==> src/rtl/draw_game_objects_if.sv <==
// Pixel stream carried between overlay stages: counters, sync/blank strobes and 12-bit colour.
interface vga_intf;
    logic [10:0] vcount;
    logic [10:0] hcount;
    logic        vsync;
    logic        vblnk;
    logic        hsync;
    logic        hblnk;
    logic [11:0] rgb;

    modport in  (input  vcount, hcount, vsync, vblnk, hsync, hblnk, rgb);
    modport out (output vcount, hcount, vsync, vblnk, hsync, hblnk, rgb);
endinterface

==> src/rtl/draw_game_objects.sv <==
// Ball and pad overlay on the game-field stream: frame-committed positions, 2-cycle pipeline,
// and a frame-counted flash FSM that blinks the ball.
module draw_game_objects #(
    parameter int          HOR_PIXELS   = 1024,
    parameter int          VER_PIXELS   = 768,
    parameter int          PAD_WIDTH    = 15,
    parameter int          PAD_HEIGHT   = 145,
    parameter int          X_PAD_LEFT   = 30,
    parameter int          X_PAD_RIGHT  = 979,
    parameter logic [11:0] BALL_RGB     = 12'hFFF,
    parameter logic [11:0] PAD_RGB      = 12'hFFF,
    parameter logic [11:0] FLASH_RGB    = 12'hF00,
    parameter int          FLASH_PERIOD = 8,
    parameter int          FLASH_COUNT  = 3
) (
    input  logic        clk,
    input  logic        rst,
    vga_intf.in         game_field_in,
    vga_intf.out        game_field_out,
    input  logic [10:0] x_ball,
    input  logic [10:0] y_ball,
    input  logic [10:0] y_pad_left,
    input  logic [10:0] y_pad_right,
    input  logic        pos_valid,
    input  logic        flash_req,
    output logic        flash_busy
);
    localparam logic [10:0] X_BALL_RST = 11'((HOR_PIXELS - 16) / 2);
    localparam logic [10:0] Y_BALL_RST = 11'((VER_PIXELS - 16) / 2);
    localparam logic [10:0] Y_PAD_RST  = 11'((VER_PIXELS - PAD_HEIGHT) / 2);

    localparam logic [11:0] PL_X0  = 12'(X_PAD_LEFT);
    localparam logic [11:0] PL_X1  = 12'(X_PAD_LEFT + PAD_WIDTH - 1);
    localparam logic [11:0] PR_X0  = 12'(X_PAD_RIGHT);
    localparam logic [11:0] PR_X1  = 12'(X_PAD_RIGHT + PAD_WIDTH - 1);
    localparam logic [11:0] PAD_H1 = 12'(PAD_HEIGHT - 1);

    localparam int FW = (FLASH_PERIOD > 1) ? $clog2(FLASH_PERIOD) : 1;
    localparam int PW = (FLASH_COUNT > 1) ? $clog2(FLASH_COUNT) : 1;
    localparam logic [FW-1:0] FRAME_LAST = FW'(FLASH_PERIOD - 1);
    localparam logic [PW-1:0] PAIR_LAST  = PW'(FLASH_COUNT - 1);

    typedef enum logic [1:0] {FL_IDLE, FL_ON, FL_OFF} flash_state_t;

    // 16x16 circle, radius 7 centred on column 7 / row 8; bit index = column.
    function automatic logic [15:0] ball_rom(input logic [3:0] row);
        case (row)
            4'd0:    ball_rom = 16'h0000;
            4'd1:    ball_rom = 16'h0080;
            4'd2:    ball_rom = 16'h07F0;
            4'd3:    ball_rom = 16'h0FF8;
            4'd4:    ball_rom = 16'h1FFC;
            4'd5:    ball_rom = 16'h3FFE;
            4'd6:    ball_rom = 16'h3FFE;
            4'd7:    ball_rom = 16'h3FFE;
            4'd8:    ball_rom = 16'h7FFF;
            4'd9:    ball_rom = 16'h3FFE;
            4'd10:   ball_rom = 16'h3FFE;
            4'd11:   ball_rom = 16'h3FFE;
            4'd12:   ball_rom = 16'h1FFC;
            4'd13:   ball_rom = 16'h0FF8;
            4'd14:   ball_rom = 16'h07F0;
            default: ball_rom = 16'h0080;
        endcase
    endfunction

    logic [10:0] x_ball_p, y_ball_p, y_pl_p, y_pr_p;
    logic [10:0] x_ball_a, y_ball_a, y_pl_a, y_pr_a;
    logic        vblnk_q;
    logic        frame_start;

    assign frame_start = game_field_in.vblnk & ~vblnk_q;

    always_ff @(posedge clk or posedge rst) begin
        if (rst) begin
            vblnk_q  <= 1'b0;
            x_ball_p <= X_BALL_RST;
            y_ball_p <= Y_BALL_RST;
            y_pl_p   <= Y_PAD_RST;
            y_pr_p   <= Y_PAD_RST;
            x_ball_a <= X_BALL_RST;
            y_ball_a <= Y_BALL_RST;
            y_pl_a   <= Y_PAD_RST;
            y_pr_a   <= Y_PAD_RST;
        end else begin
            vblnk_q <= game_field_in.vblnk;
            if (pos_valid) begin
                x_ball_p <= x_ball;
                y_ball_p <= y_ball;
                y_pl_p   <= y_pad_left;
                y_pr_p   <= y_pad_right;
            end
            // Active takes the pending value as it stood before this edge.
            if (frame_start) begin
                x_ball_a <= x_ball_p;
                y_ball_a <= y_ball_p;
                y_pl_a   <= y_pl_p;
                y_pr_a   <= y_pr_p;
            end
        end
    end

    flash_state_t         state;
    logic [FW-1:0]        frame_cnt;
    logic [PW-1:0]        pair_cnt;

    always_ff @(posedge clk or posedge rst) begin
        if (rst) begin
            state      <= FL_IDLE;
            frame_cnt  <= '0;
            pair_cnt   <= '0;
            flash_busy <= 1'b0;
        end else if (flash_req) begin
            state      <= FL_ON;
            frame_cnt  <= '0;
            pair_cnt   <= '0;
            flash_busy <= 1'b1;
        end else if (frame_start) begin
            case (state)
                FL_ON: begin
                    if (frame_cnt == FRAME_LAST) begin
                        state     <= FL_OFF;
                        frame_cnt <= '0;
                    end else begin
                        frame_cnt <= frame_cnt + 1'b1;
                    end
                end
                FL_OFF: begin
                    if (frame_cnt == FRAME_LAST) begin
                        frame_cnt <= '0;
                        if (pair_cnt != PAIR_LAST) begin
                            state    <= FL_ON;
                            pair_cnt <= pair_cnt + 1'b1;
                        end else begin
                            state      <= FL_IDLE;
                            flash_busy <= 1'b0;
                        end
                    end else begin
                        frame_cnt <= frame_cnt + 1'b1;
                    end
                end
                default: ;
            endcase
        end
    end

    // Hit tests are 12 bits wide so boxes near the 11-bit limit clip instead of wrapping.
    logic [11:0] hc, vc, xb, yb, ypl, ypr;
    logic        in_box, pad_hit;

    assign hc  = {1'b0, game_field_in.hcount};
    assign vc  = {1'b0, game_field_in.vcount};
    assign xb  = {1'b0, x_ball_a};
    assign yb  = {1'b0, y_ball_a};
    assign ypl = {1'b0, y_pl_a};
    assign ypr = {1'b0, y_pr_a};

    assign in_box  = (hc >= xb) && (hc <= xb + 12'd15) && (vc >= yb) && (vc <= yb + 12'd15);
    assign pad_hit = ((hc >= PL_X0) && (hc <= PL_X1) && (vc >= ypl) && (vc <= ypl + PAD_H1)) ||
                     ((hc >= PR_X0) && (hc <= PR_X1) && (vc >= ypr) && (vc <= ypr + PAD_H1));

    logic        s1_in_box, s1_pad, s1_blank, s1_ball_en;
    logic [3:0]  s1_row, s1_col;
    logic [11:0] s1_rgb, s1_ball_rgb, rgb_q;
    logic [25:0] sync_d1, sync_d2;
    logic [15:0] rom_bits;
    logic        ball_px;

    assign rom_bits = ball_rom(s1_row);
    assign ball_px  = s1_in_box && s1_ball_en && rom_bits[s1_col];

    always_ff @(posedge clk or posedge rst) begin
        if (rst) begin
            s1_in_box   <= 1'b0;
            s1_pad      <= 1'b0;
            s1_blank    <= 1'b0;
            s1_ball_en  <= 1'b0;
            s1_row      <= '0;
            s1_col      <= '0;
            s1_rgb      <= '0;
            s1_ball_rgb <= '0;
            rgb_q       <= '0;
            sync_d1     <= '0;
            sync_d2     <= '0;
        end else begin
            s1_in_box   <= in_box;
            s1_pad      <= pad_hit;
            s1_blank    <= game_field_in.vblnk | game_field_in.hblnk;
            s1_ball_en  <= (state != FL_OFF);
            s1_ball_rgb <= (state == FL_ON) ? FLASH_RGB : BALL_RGB;
            s1_row      <= game_field_in.vcount[3:0] - y_ball_a[3:0];
            s1_col      <= game_field_in.hcount[3:0] - x_ball_a[3:0];
            s1_rgb      <= game_field_in.rgb;
            sync_d1     <= {game_field_in.vcount, game_field_in.hcount, game_field_in.vsync,
                            game_field_in.vblnk, game_field_in.hsync, game_field_in.hblnk};
            sync_d2     <= sync_d1;
            rgb_q       <= s1_blank ? 12'h000 :
                           ball_px  ? s1_ball_rgb :
                           s1_pad   ? PAD_RGB : s1_rgb;
        end
    end

    assign game_field_out.vcount = sync_d2[25:15];
    assign game_field_out.hcount = sync_d2[14:4];
    assign game_field_out.vsync  = sync_d2[3];
    assign game_field_out.vblnk  = sync_d2[2];
    assign game_field_out.hsync  = sync_d2[1];
    assign game_field_out.hblnk  = sync_d2[0];
    assign game_field_out.rgb    = rgb_q;
endmodule

==> src/flat_wrapper.sv <==
// flat-port wrapper written by rule: the top's interface ports become plain ports
module draw_game_objects_flat 
#(
    parameter int          HOR_PIXELS   = 1024,
    parameter int          VER_PIXELS   = 768,
    parameter int          PAD_WIDTH    = 15,
    parameter int          PAD_HEIGHT   = 145,
    parameter int          X_PAD_LEFT   = 30,
    parameter int          X_PAD_RIGHT  = 979,
    parameter logic [11:0] BALL_RGB     = 12'hFFF,
    parameter logic [11:0] PAD_RGB      = 12'hFFF,
    parameter logic [11:0] FLASH_RGB    = 12'hF00,
    parameter int          FLASH_PERIOD = 8,
    parameter int          FLASH_COUNT  = 3
)
  (clk, rst, x_ball, y_ball, y_pad_left, y_pad_right, pos_valid, flash_req, flash_busy, game_field_in_vcount, game_field_in_hcount, game_field_in_vsync, game_field_in_vblnk, game_field_in_hsync, game_field_in_hblnk, game_field_in_rgb, game_field_out_vcount, game_field_out_hcount, game_field_out_vsync, game_field_out_vblnk, game_field_out_hsync, game_field_out_hblnk, game_field_out_rgb);
  vga_intf game_field_in_i ();
  vga_intf game_field_out_i ();
  input  logic clk;
  input  logic rst;
  input  logic [10:0] x_ball;
  input  logic [10:0] y_ball;
  input  logic [10:0] y_pad_left;
  input  logic [10:0] y_pad_right;
  input  logic pos_valid;
  input  logic flash_req;
  output logic flash_busy;
  input wire logic [$bits(game_field_in_i.vcount)-1:0] game_field_in_vcount;
  input wire logic [$bits(game_field_in_i.hcount)-1:0] game_field_in_hcount;
  input wire logic [$bits(game_field_in_i.vsync)-1:0] game_field_in_vsync;
  input wire logic [$bits(game_field_in_i.vblnk)-1:0] game_field_in_vblnk;
  input wire logic [$bits(game_field_in_i.hsync)-1:0] game_field_in_hsync;
  input wire logic [$bits(game_field_in_i.hblnk)-1:0] game_field_in_hblnk;
  input wire logic [$bits(game_field_in_i.rgb)-1:0] game_field_in_rgb;
  output wire logic [$bits(game_field_out_i.vcount)-1:0] game_field_out_vcount;
  output wire logic [$bits(game_field_out_i.hcount)-1:0] game_field_out_hcount;
  output wire logic [$bits(game_field_out_i.vsync)-1:0] game_field_out_vsync;
  output wire logic [$bits(game_field_out_i.vblnk)-1:0] game_field_out_vblnk;
  output wire logic [$bits(game_field_out_i.hsync)-1:0] game_field_out_hsync;
  output wire logic [$bits(game_field_out_i.hblnk)-1:0] game_field_out_hblnk;
  output wire logic [$bits(game_field_out_i.rgb)-1:0] game_field_out_rgb;
  assign game_field_in_i.vcount = game_field_in_vcount;
  assign game_field_in_i.hcount = game_field_in_hcount;
  assign game_field_in_i.vsync = game_field_in_vsync;
  assign game_field_in_i.vblnk = game_field_in_vblnk;
  assign game_field_in_i.hsync = game_field_in_hsync;
  assign game_field_in_i.hblnk = game_field_in_hblnk;
  assign game_field_in_i.rgb = game_field_in_rgb;
  assign game_field_out_vcount = game_field_out_i.vcount;
  assign game_field_out_hcount = game_field_out_i.hcount;
  assign game_field_out_vsync = game_field_out_i.vsync;
  assign game_field_out_vblnk = game_field_out_i.vblnk;
  assign game_field_out_hsync = game_field_out_i.hsync;
  assign game_field_out_hblnk = game_field_out_i.hblnk;
  assign game_field_out_rgb = game_field_out_i.rgb;
  draw_game_objects #(.HOR_PIXELS(HOR_PIXELS), .VER_PIXELS(VER_PIXELS), .PAD_WIDTH(PAD_WIDTH), .PAD_HEIGHT(PAD_HEIGHT), .X_PAD_LEFT(X_PAD_LEFT), .X_PAD_RIGHT(X_PAD_RIGHT), .BALL_RGB(BALL_RGB), .PAD_RGB(PAD_RGB), .FLASH_RGB(FLASH_RGB), .FLASH_PERIOD(FLASH_PERIOD), .FLASH_COUNT(FLASH_COUNT)) u_core (.clk(clk), .rst(rst), .game_field_in(game_field_in_i), .game_field_out(game_field_out_i), .x_ball(x_ball), .y_ball(y_ball), .y_pad_left(y_pad_left), .y_pad_right(y_pad_right), .pos_valid(pos_valid), .flash_req(flash_req), .flash_busy(flash_busy));
endmodule
==> config.mk <==
export PLATFORM = sky130hd
export DESIGN_NAME = draw_game_objects_flat
export DESIGN_NICKNAME = d
export VERILOG_FILES = /design/src/rtl/draw_game_objects_if.sv /design/src/rtl/draw_game_objects.sv /design/src/flat_wrapper.sv
export SDC_FILE = /design/constraint.sdc
export NUM_CORES = 1
export LEC_CHECK = 0
export ABC_CLOCK_PERIOD_IN_PS = 5200
export BUFFER_PORTS_ARGS = -buffer_cell sky130_fd_sc_hd__clkbuf_2
export CELL_PAD_IN_SITES_DETAIL_PLACEMENT = 0
export CELL_PAD_IN_SITES_GLOBAL_PLACEMENT = 2
export CORE_MARGIN = 4
export CORE_UTILIZATION = 34
export DETAILED_ROUTE_END_ITERATION = 16
export GPL_ROUTABILITY_DRIVEN = 0
export PLACE_DENSITY = 0.79
export REMOVE_ABC_BUFFERS = 1
export SKIP_CTS_REPAIR_TIMING = 1
export SYNTH_ARGS = -nofsm -noshare
export SYNTH_HDL_FRONTEND = slang
export SYNTH_SLANG_ARGS = --single-unit
==> constraint.sdc <==
create_clock -name clk -period 5.2 [get_ports clk]
set_input_delay 0 -clock clk [delete_from_list [all_inputs] [get_ports clk]]
set_output_delay 0 -clock clk [all_outputs]
set_load 0.01 [all_outputs]
Word-level counts from Yosys, hierarchy flattened
Memory sizes are Yosys's and may differ from the RTL's.
Index checks and enable logic that the tools add are counted.
{"block": "classes", "addsub": 8, "order_cmp": 13, "n_eq_ne": 8, "mux": 26, "bitwise_logic": 3, "n_reduce_logical": 23}
{"operator": "$le 11x12->1", "count": 4}
{"operator": "$ge 11x11->1", "count": 4}
{"operator": "$mux 12", "count": 3}
{"operator": "$add 11x4->12 const B", "count": 2}
{"operator": "$add 11x8->12 const B", "count": 2}
{"operator": "$mux 2", "count": 9}
{"operator": "$mux 3", "count": 4}
{"operator": "$reduce_and 4->1", "count": 3}
{"operator": "$ge 11x10->1 const B", "count": 1}
{"operator": "$ge 11x5->1 const B", "count": 1}
{"operator": "$le 11x10->1 const B", "count": 1}
{"operator": "$le 11x6->1 const B", "count": 1}
{"operator": "$logic_and 1x1->1", "count": 11}
{"operator": "$reduce_bool 2->1", "count": 5}
{"operator": "$mux 8", "count": 1}
{"operator": "$sub 4x4->4", "count": 2}
{"operator": "$mux 1", "count": 7}
{"operator": "$ne 2x2->1 const B", "count": 3}
{"operator": "$ne 3x2->1 const B", "count": 2}
{"operator": "$lt 4x5->1 const B", "count": 1}
{"operator": "$bmux 1 s4", "count": 1}
{"operator": "$pmux 2 s2", "count": 1}
{"operator": "$add 3x1->3 const B", "count": 1}
{"operator": "$eq 3x3->1 const B", "count": 1}
{"operator": "10 further kinds", "count": 10}
{"block": "totals", "register_bits": 197, "mem_bits_ro": 240, "input_bits": 86, "output_inout_bits": 39, "word_cells": 106, "mem_count": 1}
{"name": "(name not given)", "words": 16, "width": 15, "rd": 1, "rd_ports_with_merged_regs": 0, "wr": 0, "line_no": "draw_game_objects.sv:47", "rtl": "case (row)"}

Logic depth before layout (Yosys ltp)
{"block": "depth", "depth_word": 6, "depth_mapped": 13}

Worst setup path before layout
No wires, ideal clock.
{"block": "synth_path", "kind": "register -> register", "startpoint": "register u_core.x_ball_a[4]", "endpoint": "register u_core.s1_in_box", "setup_time_ns": 0.104, "arrival_ns": 2.461, "required_ns": 5.096, "path_slack_ns": 2.636, "stages_incl_launch_ff": 12, "path_buffers": 0, "period_less_slack_ns": 2.564, "path_cell_list": "dfstp_2 > inv_1 > nor4_1 > nor2b_1 > xnor2_1 > ha_1 > nand2_1 > or2_2 > o32ai_1 > a31o_2 > o21ai_0 > a221oi_1"}
{"block": "synth_via", "elab_chain_cells": 5}
{"element": "start: declaration", "line_no": "draw_game_objects.sv:68", "rtl": "logic [10:0] x_ball_a, y_ball_a, y_pl_a, y_pr_a;"}
{"element": "start signal: assignment", "line_no": "draw_game_objects.sv:95", "rtl": "x_ball_a <= x_ball_p;"}
{"element": "$add 11x4->12", "line_no": "draw_game_objects.sv:158", "rtl": "assign in_box = (hc >= xb) && (hc <= xb + 12'd15) && (vc >= yb) && (vc <= yb + 12'd15);"}
{"element": "$le 11x12->1", "line_no": "draw_game_objects.sv:158"}
{"element": "$logic_and 1x1->1 (*) (3 in a row)", "line_no": "draw_game_objects.sv:158"}
{"element": "net u_core.in_box", "line_no": "draw_game_objects.sv:149", "rtl": "logic in_box, pad_hit;"}
{"element": "end signal: assignment", "line_no": "draw_game_objects.sv:186", "rtl": "s1_in_box <= in_box;"}
{"element": "end: declaration", "line_no": "draw_game_objects.sv:162", "rtl": "logic s1_in_box, s1_pad, s1_blank, s1_ball_en;"}
The timed path passes the listed nets; every way through them passes the cells marked *.
A chain may end at the register's enable or synchronous reset.

Worst setup path after layout
Same ends and word-level chain as after synthesis.

==> run metrics <==
RSZ-0062 raised after global routing false; DP Wirelength 13,870 um; final hold vios 0; Hold WS 0.2156 ns; Tightest Pin Transition 0.8683 ns; fill count 2,424; antenna violations before repair 0; via count between 6,000 and 7,000; peak per-stage delay on the critical path between 0.5 and 0.6 ns; Total GRT Usage 13.68%; yosys warns 0; Max Clock Skew 0.009205 ns; setup tns final 0 ns; Initial DRC Count 230; Synth area leader dfrtp_1; CTS root buf clkbuf_16; share of layout cells above drive strength 1 a little over a quarter; routed wire length 19,550 um; vias in the first global route 6,055; DRC 0; die width about 170 um; WP data arrival 3.19 ns; post-synthesis sequential area ratio 53.27%; Buf+Inv Stages, Crit Path 1; clock sinks 186; die height around 170 um; cts bufs inserted 17; f_max 350.4 MHz; # diodes 0; Max-Cap Viols 0; critical path required time between 5 and 6 ns; clk slew on worst S/H paths 0.08 ns; Max-Slew Margin vs Limit between 40% and 50%; nets 1,154; P_leak ~0.0051 uW; largest buffer count on any clock path 2; routed vias/inst roughly 4.7; routed wire length per instance 14.81 um; Slew Limit Fails 0; CTS H-tree depth 4; crit path time final between 2 and 3 ns; VDD IR max 175.3 uV; top_reg_cell synth dfrtp_1; Setup Crit Path Kind reg2reg; DIE AREA about 29,000 sq um; status complete, no violations; Core ar. 25,400 sq um; worst path cell trace inv_1 > nor4_1 > nor2b_1 > xnor2_1 > ha_1 > nand2_1 > or2_2 > o32ai_1 > a31o_2 > o21ai_0 > a221oi_1; Netlist Area Pre-Place 8846 sq um; post-synthesis register bit count about 190; final period utilization between 50% and 60%; Synth-to-Final Area Change 27.17%; most common cell in the synthesized netlist dfrtp_1; Worst Setup End Kind register; Final setup viols 0; pin count of the biggest net entering global routing roughly 130; CP Launch Type register; Synth top area share between 30% and 40%; row cnt 58; DR pass1 iterations 4; I/O pins 125; post-synthesis cell count between 700 and 800; Post-synth EDFFs 0; first-pass GRT wire length 31,540 um; global route overflow 0; FFs w/ async S/R, synth 100.0%; PortBufs 124; worst skew pair latency 0.43 ns; Hold WC Path Type in2reg; initial core utilization 34.83%; largest fanout on the critical path 5; CP max-delay cell dfstp_2; Commonest cells post-synth 140 x dfrtp_1, 89 x ha_1, 62 x inv_1; cell area power density 341.6 nW/um^2; crit-path leading delay family simple AND/OR/NAND/NOR gates; CTS tree built; Post-DRT Antenna Nets 0; Synth area leaders dfrtp_1 40%, dfstp_2 14%, ha_1 13%; Avg Cell Area, Syn 11.56 sq um; synth unique cells 56
cells in the final DEF (no fill, tap or decap), types with 3 or more instances in the layout:
master         Yosys  routed
dlygate4sd3_1      0      84
inv_6              0       4
mux2_2            46      46
o21a_1            14      14
clkbuf_2           0     124
inv_1             62      61
clkbuf_16          0      17
a211oi_1           8       8
nand4_1           15      15
mux2i_1            4       4
buf_4              0       3
a21o_1            10      10
nand2_1           59      59
a21oi_1           26      26
dfrtp_1          140     140
ha_1              89      89
or2_2              3       3
nor2b_1           10       9
nor3_1            17      17
and3_1             4       4
nor4_1             4       4
a2111oi_0          3       3
clkinvlp_4         0       6
nand3_1           15      15
o21ai_0           61      61
or3_1              3       3
o211ai_1          11      11
nand2b_1           5       5
dfstp_2           46      46
a221oi_1           3       3
xnor2_1           32      32
nor2_1            20      20
a31oi_1            6       6
sequential cells by signal, summed over array words and instances (netlist names), 2 cells and up:
name and cells:
u_core.y_pl_a 11, u_core.y_ball_a 11, u_core.frame_cnt 3, u_core.s1_col 4
u_core.pair_cnt 2, u_core.s1_row 4, u_core.sync_d1 26, u_core.game_field_out.rgb 12
u_core.x_ball_a 11, u_core.s1_ball_rgb 2, u_core.sync_d2 26, u_core.y_pr_p 11
u_core.state 2, u_core.x_ball_p 11, u_core.y_ball_p 11, u_core.y_pl_p 11
u_core.y_pr_a 11, u_core.s1_rgb 12
kinds of logic after synthesis:
kind of cell | Yosys count | synth area share, %
DFF | 186 | 53.27
and+or+nand+nor | 164 | 9.137
AOI/OAI and AO/OA | 161 | 11.47
adders and majority gates | 91 | 13.04
buffers and inverters | 80 | 3.564
muxes | 50 | 6.308
xor gates and xnor gates | 32 | 3.168
other | 1 | 0.04239
layer usage:
layer	wire length, um	track usage, %
met5	0	0
met4	195	4.095
met3	647	2.679
met2	8804	21.04
met1	9903	19.67
area by class of cell:
type	instances	area, sq um	share of cell area (%)
clock buffer	18	439.2	3.904
inverter	62	240.2	2.135
timing repair buffer	211	1484	13.19
multi-input combinational	499	3826	34.01
sequential	186	4712	41.89
clock inverter	14	135.1	1.201
tap	330	412.9	3.670
path summary, 6_finish.rpt:
| kind | start | end | slack [ns] | depth (start not counted) |
|---|---|---|---|---|
| max | u_core.x_ball_a[4] | u_core.s1_in_box | 2.35 | 11 |
| min | game_field_in_rgb[4] | u_core.s1_rgb[4] | 0.22 | 2 |
| max reg2reg | u_core.x_ball_a[4] | u_core.s1_in_box | 2.35 | 11 |
| min reg2reg | u_core.sync_d1[17] | u_core.sync_d2[17] | 0.34 | 0 |
| max in group asynchronous | rst | u_core.sync_d1[13] | 3.59 | 4 |
| min in group asynchronous | rst | u_core.sync_d1[16] | 0.27 | 3 |
stage by stage:
step                      setup slack (ns)  total power, uW  cell area [sq um]  std cells  util, %
after floorplan                     0.2190             2297               8763        747        -
after global placement               2.454             2548               9834       1204    38.72
after detailed placement             2.401             2556               9834       1204    38.72
after CTS                            2.355             3854              10410       1236    40.98
after global routing                 2.072             4095              11250       1320    44.29
final                                2.346             3843              11250       1320    44.29
power by group:
| part | leakage (uW) | internal (uW) | switching (uW) | total (uW) |
|---|---|---|---|---|
| combinational | 0.00266 | 394 | 453 | 846 |
| clock | 0.000264 | 682 | 588 | 1270 |
| sequential | 0.00216 | 1630 | 100 | 1730 |
| total | 0.00509 | 2700 | 1140 | 3840 |
No activity file was read; power rests on OpenSTA's default activity.
